## src/rtl/writeback_regfile_if.sv

```systemverilog
// rtl/writeback_regfile_if.sv - writeback bus and decode read-port bundle for writeback_regfile
//
// Purpose: groups the retiring-instruction writeback signals and the two
// decode read ports of the register file.
// Signals:
//   wb_valid      one instruction retires this cycle
//   icode, cnd    instruction code and execute condition (cmovXX qualifier)
//   dstE, dstM    destination IDs for valE / valM (0xF = none)
//   valE, valM    ALU result and memory read data
//   stat_in       instruction status (1=AOK 2=HLT 3=ADR 4=INS)
//   srcA, srcB    read-port IDs; valA, valB read-port data
// master: pipeline side (drives writeback and read IDs)
// slave:  register file side (returns read data)
interface writeback_regfile_if;
    logic        wb_valid;
    logic [3:0]  icode;
    logic        cnd;
    logic [3:0]  dstE;
    logic [3:0]  dstM;
    logic [63:0] valE;
    logic [63:0] valM;
    logic [2:0]  stat_in;
    logic [3:0]  srcA;
    logic [3:0]  srcB;
    logic [63:0] valA;
    logic [63:0] valB;

    modport master (
        output wb_valid, icode, cnd, dstE, dstM, valE, valM, stat_in, srcA, srcB,
        input  valA, valB
    );

    modport slave (
        input  wb_valid, icode, cnd, dstE, dstM, valE, valM, stat_in, srcA, srcB,
        output valA, valB
    );
endinterface

```

## src/rtl/writeback_regfile.sv

```systemverilog
// rtl/writeback_regfile.sv - Y86-64 style writeback stage with 15-entry register file
//
// Purpose: commits retiring instructions into R[0..14], tracks processor
// status and a retired-instruction counter, and stops on the first
// non-AOK status until reset.
// Ports:
//   clk       rising-edge clock
//   rst_n     asynchronous active-low reset
//   wb        writeback_regfile_if.slave (writeback bus + read ports)
//   stat      latched processor status
//   halted    high once the processor has stopped
//   retired   count of committed instructions (wraps at 2^64)
module writeback_regfile (
    input  logic                clk,
    input  logic                rst_n,
    writeback_regfile_if.slave  wb,
    output logic [2:0]          stat,
    output logic                halted,
    output logic [63:0]         retired
);

    localparam logic [3:0] RNONE = 4'hF;
    localparam logic [3:0] ICMOV = 4'h2;
    localparam logic [2:0] S_AOK = 3'd1;
    localparam logic [2:0] S_HLT = 3'd2;
    localparam logic [2:0] S_INS = 3'd4;

    typedef enum logic {
        RUN  = 1'b0,
        STOP = 1'b1
    } state_t;

    state_t      state_q;
    state_t      state_d;
    logic [2:0]  stat_eff;
    logic        commit;
    logic        stop_now;
    logic        we_e;
    logic        we_m;
    logic [63:0] regs [0:14];

    always_comb begin
        state_d  = state_q;
        stat_eff = wb.stat_in;
        commit   = 1'b0;
        stop_now = 1'b0;
        // Unknown status codes are treated as an invalid instruction.
        if (wb.stat_in == 3'd0 || wb.stat_in > S_INS) begin
            stat_eff = S_INS;
        end
        if (state_q == RUN && wb.wb_valid) begin
            if (stat_eff == S_AOK) begin
                commit = 1'b1;
            end else begin
                stop_now = 1'b1;
                state_d  = STOP;
            end
        end
    end

    // A cmovXX whose condition failed retires but does not write its E result.
    assign we_e = commit && (wb.dstE != RNONE) && !(wb.icode == ICMOV && !wb.cnd);
    assign we_m = commit && (wb.dstM != RNONE);

    always_ff @(posedge clk or negedge rst_n) begin
        if (!rst_n) begin
            state_q <= RUN;
            stat    <= S_AOK;
            retired <= '0;
        end else begin
            state_q <= state_d;
            if (stop_now) begin
                stat <= stat_eff;
            end
            // HLT itself counts as retired; ADR/INS faults do not.
            if (commit || (stop_now && stat_eff == S_HLT)) begin
                retired <= retired + 64'd1;
            end
        end
    end

    always_ff @(posedge clk or negedge rst_n) begin
        if (!rst_n) begin
            for (int i = 0; i < 15; i++) begin
                regs[i] <= '0;
            end
        end else begin
            if (we_e) begin
                regs[wb.dstE] <= wb.valE;
            end
            // Issued after the E write so the M value wins when dstE == dstM.
            if (we_m) begin
                regs[wb.dstM] <= wb.valM;
            end
        end
    end

    // Reads see the pre-edge array contents; no write bypass.
    assign wb.valA = (wb.srcA == RNONE) ? 64'd0 : regs[wb.srcA];
    assign wb.valB = (wb.srcB == RNONE) ? 64'd0 : regs[wb.srcB];

    assign halted = (state_q == STOP);

endmodule

```

## src/flat_wrapper.sv

```systemverilog
// flat-port wrapper written by rule: the top's interface ports become plain ports
module writeback_regfile_flat 
  (clk, rst_n, stat, halted, retired, wb_wb_valid, wb_icode, wb_cnd, wb_dstE, wb_dstM, wb_valE, wb_valM, wb_stat_in, wb_srcA, wb_srcB, wb_valA, wb_valB);
  writeback_regfile_if wb_i ();
  input  logic clk;
  input  logic rst_n;
  output logic [2:0] stat;
  output logic halted;
  output logic [63:0] retired;
  input wire logic [$bits(wb_i.wb_valid)-1:0] wb_wb_valid;
  input wire logic [$bits(wb_i.icode)-1:0] wb_icode;
  input wire logic [$bits(wb_i.cnd)-1:0] wb_cnd;
  input wire logic [$bits(wb_i.dstE)-1:0] wb_dstE;
  input wire logic [$bits(wb_i.dstM)-1:0] wb_dstM;
  input wire logic [$bits(wb_i.valE)-1:0] wb_valE;
  input wire logic [$bits(wb_i.valM)-1:0] wb_valM;
  input wire logic [$bits(wb_i.stat_in)-1:0] wb_stat_in;
  input wire logic [$bits(wb_i.srcA)-1:0] wb_srcA;
  input wire logic [$bits(wb_i.srcB)-1:0] wb_srcB;
  output wire logic [$bits(wb_i.valA)-1:0] wb_valA;
  output wire logic [$bits(wb_i.valB)-1:0] wb_valB;
  assign wb_i.wb_valid = wb_wb_valid;
  assign wb_i.icode = wb_icode;
  assign wb_i.cnd = wb_cnd;
  assign wb_i.dstE = wb_dstE;
  assign wb_i.dstM = wb_dstM;
  assign wb_i.valE = wb_valE;
  assign wb_i.valM = wb_valM;
  assign wb_i.stat_in = wb_stat_in;
  assign wb_i.srcA = wb_srcA;
  assign wb_i.srcB = wb_srcB;
  assign wb_valA = wb_i.valA;
  assign wb_valB = wb_i.valB;
  writeback_regfile u_core (.clk(clk), .rst_n(rst_n), .wb(wb_i), .stat(stat), .halted(halted), .retired(retired));
endmodule
```

## config.mk

```make
export PLATFORM = sky130hd
export DESIGN_NAME = writeback_regfile_flat
export DESIGN_NICKNAME = d
export VERILOG_FILES = /design/src/rtl/writeback_regfile_if.sv /design/src/rtl/writeback_regfile.sv /design/src/flat_wrapper.sv
export SDC_FILE = /design/constraint.sdc
export NUM_CORES = 2
export LEC_CHECK = 0
export ABC_AREA = 0
export BUFFER_PORTS_ARGS = -buffer_cell sky130_fd_sc_hd__buf_4
export CAP_MARGIN = 20
export CORE_MARGIN = 2
export CORE_UTILIZATION = 30
export CTS_CLUSTER_DIAMETER = 30
export DETAILED_ROUTE_END_ITERATION = 6
export GPL_TIMING_DRIVEN = 0
export PLACE_DENSITY = 0.46
export SYNTH_ARGS = -nofsm -noshare
export SYNTH_HDL_FRONTEND = slang
export SYNTH_SLANG_ARGS = --single-unit
```

## constraint.sdc

```tcl
create_clock -name clk -period 5.7 [get_ports clk]
set_input_delay 0.57 -clock clk [delete_from_list [all_inputs] [get_ports clk]]
set_output_delay 0.57 -clock clk [all_outputs]
set_load 0.1 [all_outputs]
```

After elaboration in Yosys (flattened, before gate mapping)

Cells that the tools add are included.
W data, S select, Z words.

Register bits: 1,028
Bits in latches: 0
RAM bits: 0
Memory bits (read-only): 0
Bits of input ports: 155
Output and inout port bits: 196
Logic and storage cells: 74
Memories kept: 0

Add/sub/neg operators: 1
Multiply operators: 0
Divide/modulo/power cells: 0
Order comparisons: 7
Equal/unequal tests: 7
Shift operators: 0
Mux-type cells: 21
Bitwise gates (word level): 6
Reductions and logical operators: 14

Operators by type and width:

| cell                    | count |
|---|---|
| $bwmux W960             | 2 |
| $mux W960               | 2 |
| $bmux W64 S4            | 2 |
| $demux W64 S4           | 2 |
| $mux W64                | 8 |
| $add A64 B1 Y64 const B | 1 |
| $ge A5 B5 Y1 const B    | 4 |
| $not A4 Y5              | 4 |
| $lt A5 B1 Y1 const B    | 2 |
| $eq A4 B4 Y1 const B    | 2 |
| $logic_and A1 B1 Y1     | 8 |
| $ne A4 B4 Y1 const B    | 2 |
| $eq A4 B2 Y1 const B    | 1 |
| $mux W1                 | 4 |
| $eq A3 B1 Y1 const B    | 1 |
| $eq A3 B2 Y1 const B    | 1 |
| $gt A3 B3 Y1 const B    | 1 |
| $logic_not A3 Y1        | 1 |
| $mux W3                 | 1 |
| $logic_not A1 Y1        | 2 |
| $logic_or A1 B1 Y1      | 2 |
| $not A1 Y1              | 2 |
| $reduce_and A2 Y1       | 1 |

Longest topological paths before layout

Word-level depth: 11
Gate-level depth with buffers: 11
Depth with buffers taken out: 7

Worst setup path after synthesis

Ideal clock, no wire load.

Kind: input-to-output
Start point: input port wb_srcA[1]
End point: output port wb_valA[27]
Data arrival time: 3.397 ns
Required time: 5.130 ns
Slack: 1.733 ns
Cell stages on the path: 7
Buffers on the path: 4
Path through: clkbuf_1 buf_2 clkbuf_1 clkbuf_1 mux4_2 mux2i_1 o22ai_1

Cells in the longest elaborated chain, start to end: 5
Elaborated cells on any way between the ends: 6
Those cells by class: 1 x eq/ne; 4 x mux; 1 x bitwise

Ends and longest elaborated chain:

| what                                        | line                    | text |
|---|---|---|
| start, declared                             | flat_wrapper.sv:18      | `input wire logic [$bits(wb_i.srcA)-1:0] wb_srcA;` |
| $not A4 Y5 (not written as such)            | writeback_regfile.sv:99 | `assign wb.valA = (wb.srcA == RNONE) ? 64'd0 : regs[wb.srcA];` |
| $bmux W64 S4                                | writeback_regfile.sv:99 |  |
| $mux W64 (not written as such) (2 in a row) | writeback_regfile.sv:99 |  |
| $mux W64 *                                  | writeback_regfile.sv:99 |  |
| end, declared                               | flat_wrapper.sv:20      | `output wire logic [$bits(wb_i.valA)-1:0] wb_valA;` |

Every way passes the cells marked *; elsewhere a longest branch is shown, timed or not. The select of a mux whose other input is x is not followed.

Final worst setup path

Start point: input port wb_srcB[1]
End point: output port wb_valB[0]

Cells in the longest elaborated chain, start to end: 5
Elaborated cells on any way between the ends: 6
Those cells by class: 1 x eq/ne; 4 x mux; 1 x bitwise

Ends and longest elaborated chain:

| what                                        | line                     | text |
|---|---|---|
| start, declared                             | flat_wrapper.sv:19       | `input wire logic [$bits(wb_i.srcB)-1:0] wb_srcB;` |
| $not A4 Y5 (not written as such)            | writeback_regfile.sv:100 | `assign wb.valB = (wb.srcB == RNONE) ? 64'd0 : regs[wb.srcB];` |
| $bmux W64 S4                                | writeback_regfile.sv:100 |  |
| $mux W64 (not written as such) (2 in a row) | writeback_regfile.sv:100 |  |
| $mux W64 *                                  | writeback_regfile.sv:100 |  |
| end, declared                               | flat_wrapper.sv:21       | `output wire logic [$bits(wb_i.valB)-1:0] wb_valB;` |

Marks and branches as above.

==> impl_metrics.json <==
{
  "relSlewSlack": 0.1737,
  "ctsRootBufferMaster": "clkbuf_16",
  "nets": 7528,
  "core-area_mm2": 0.2077,
  "synth.area.top_cells": "dfrtp_1, mux4_2, nor2_1, mux2i_1, a22oi_1",
  "place.gp.congestion": 0.9608,
  "via_per_inst": 6.143,
  "tightest_slew_ns": 1.230,
  "p_switching_w": 0.007132,
  "initial_utilization": 0.3025,
  "synthTopCellsByCount": "nor2_1, dfrtp_1, nand2_1",
  "min_path_type": "input pin to flop",
  "whs_path_depth": 3,
  "firstDrtPassIters": 6,
  "stdcell_area_mm2": 0.08336,
  "p_clk_frac": 0.666,
  "route.top_layer_used": "met5",
  "routed_wl_mm": 362.2,
  "grt_pass1_vias": 62940,
  "drt_iter0_markers": 9069,
  "synth_most_common_cell": "nor2_1",
  "grt_usage": 0.3340,
  "drive_gt1_frac": 0.2160,
  "r2r_cells": 9,
  "rsz0062_at_grt": "false",
  "port_buffers": 328,
  "synthFlopType": "dfrtp_1",
  "clock_sinks": 1028,
  "met2_length_mm": 155.7,
  "grt.overflow.total": 0,
  "worstSetupPathType": "input pin to primary output",
  "drv_slew": 0,
  "cts_made_buffers": 360,
  "p_int_w": 0.02150,
  "cp.required_ns": 5.13,
  "insertion_delay_ns": 0.96,
  "period_needed_ns": 5.648,
  "synth_top_area_cell": "dfrtp_1",
  "fin_cells": 10450,
  "finalSetupViolCount": 0,
  "wl_per_cell_um": 34.66,
  "synth_top_area_share": 0.4091,
  "rows": 167,
  "syn_area_mm2": 0.06282,
  "holdWs_ns": 0.03659,
  "powerDensity_mw_per_mm2": 343.5,
  "total_leakage_power_nw": 35.80,
  "grt_max_degree": 158,
  "cts_buffer_depth": 4,
  "yosysUniqueCellTypes": 55,
  "ios": 351,
  "ys_ff_latch": 1028,
  "grt_pass1_wl_mm": 501.6,
  "drc": 0,
  "cp_max_fo": 10,
  "ant_nets": 0,
  "dr_wl_met3_mm": 40.03,
  "area_growth_pct": 32.70,
  "die_w_um": 461.6,
  "worstPathArrival_ns": 5.08,
  "critPathLaunchType": "input pin",
  "vdd_drop_max_v": 0.0003506,
  "met1_length_mm": 142.8,
  "cp-end-kind": "primary output",
  "antenna_found_initial": 58,
  "die-area_mm2": 0.2131,
  "cts_htree_levels": 5,
  "fin_skew_ns": 0.03525,
  "die_h_um": 461.6,
  "ys_warn_count": 0,
  "synthCells": 6484,
  "vias": 64200,
  "synth_edf_count": 0,
  "placedInstanceArea_mm2": 0.07032,
  "yosysSeqAreaShare": 0.4095,
  "finalHoldViolations": 0,
  "clk_pin_slew_ns": 0.03,
  "outcome": "finished, final reports clean",
  "pwr-share-seq": 0.261,
  "synth_nets": 6641,
  "dp_hpwl_mm": 267.9,
  "placedCellCount": 9672,
  "power_frac_comb": 0.073,
  "synthArstFlopShare": 1.000,
  "maxCapViolations": 0,
  "fmaxAchievable_mhz": 177.0,
  "cts_tree": "built",
  "fin_crit_sh": 0.9909,
  "sw_frac_of_total": 0.2491,
  "avgSynthCellArea_um2": 9.689
}
==> cell type report <==
class | count | area (µm²)
diodes | 35 | 87.58
multi-input cells | 4729 | 34160
repair buffers | 526 | 5210
fillers | 20610 | 124300
flip-flops and latches | 1028 | 25730
clock inverters | 93 | 1121
inverters | 14 | 52.55
clock buffers | 526 | 10540
plain buffers | 712 | 2980
well taps | 2788 | 3488
==> state kept, by name, indices dropped and copies added, names as in the netlist <==
| signal | count |
|---|---|
| u_core.retired | 64 |
| u_core.halted | 1 |
| u_core.regs | 960 |
| u_core.stat | 3 |
==> repair_timing <==
item | CTS | global route
hold endpoints to repair | 398 | 0
setup buffers | 0 | 0
hold buffers | 122 | 0
gates resized for setup | 1 | 0
setup endpoints to repair | 12 | 1
==> through the flow <==
stage               TNS [ns]  total power [W]    util  setup slack [ns]
floorplan                  0         0.008503       -             1.733
global placement           -         0.009484  0.3311            -10.12
detailed placement    -1.278         0.009550  0.3386           -0.1769
CTS                        0          0.02864  0.4006           0.08398
global route               0          0.02923  0.4011           0.02518
finish                     0          0.02863  0.4014           0.05169
==> worst max-delay path, cell delays in order <==
cell	delay (ns)
buf_2	0.27
buf_2	0.75
buf_2	0.93
buf_2	0.56
mux2i_1	0.14
o21ai_0	0.79
mux2i_1	0.18
o22ai_1	0.44
buf_4	0.40
==> placed cells by master (no fill, tap or decap), types with 46 or more instances in the layout <==
cell type      netlist  layout
dlygate4sd3_1        0     122
buf_2              154     156
xor2_1              46      46
o211ai_1            46      46
a22oi_1            385     385
o22ai_1            185     185
o221ai_1            68      68
clkbuf_8             0      82
a31oi_1             65      65
nand2_1            599     598
mux4_2             413     413
clkbuf_16            0     366
nand2b_1            74      74
buf_4                3     331
nor2b_1             75      75
a221oi_2            60      60
clkbuf_1           513     556
or3_1               59      59
o21ai_1            121     121
a221oi_1           196     196
dfrtp_1           1027    1027
o21ai_0            131     131
a21oi_1            502     502
mux2i_1            300     300
clkinv_2             0      56
nor2_1            1181    1181
==> final timing paths <==
check | to | slack [ns] | startpoint
max | wb_valB[0] | 0.05 | wb_srcB[1]
min | u_core.stat[0] | 0.04 | wb_stat_in[2]
max reg2reg | u_core.regs[230] | 1.41 | u_core.halted
min reg2reg | u_core.retired[63] | 0.47 | u_core.retired[63]
max in group asynchronous | u_core.regs[470] | 2.86 | rst_n
min in group asynchronous | u_core.regs[367] | 0.23 | rst_n
==> power groups by stage <==
stage	Combinational, W	Sequential (W)	Clock, W
after floorplan	0.000860	0.00764	0
after global placement	0.00192	0.00756	0
after detailed placement	0.00199	0.00756	0
after CTS	0.00205	0.00746	0.0191
after global routing	0.00215	0.00747	0.0196
final	0.00209	0.00747	0.0191
==> cell families (layout without fill, tap and decap cells) <==
logic type	count (synthesis)	in the layout	share of synthesized area
simple gates	2151	2151	0.1447
compound gates	1797	1797	0.1927
flops	1028	1028	0.4095
buf+inv	727	1871	0.04752
mux	714	714	0.1960
xor+xnor	65	65	0.009182
fa+ha+maj	2	2	0.0003983
other cells	0	35	0
==> metal layers <==
metal | vias up | global-route usage
li1 | 26080 | -
met1 | 32940 | 0.4323
met2 | 4187 | 0.4874
met3 | 956 | 0.1045
met4 | 36 | 0.1997
met5 | - | 0.0006787
Note: power is estimated with default switching activity, not from simulation.
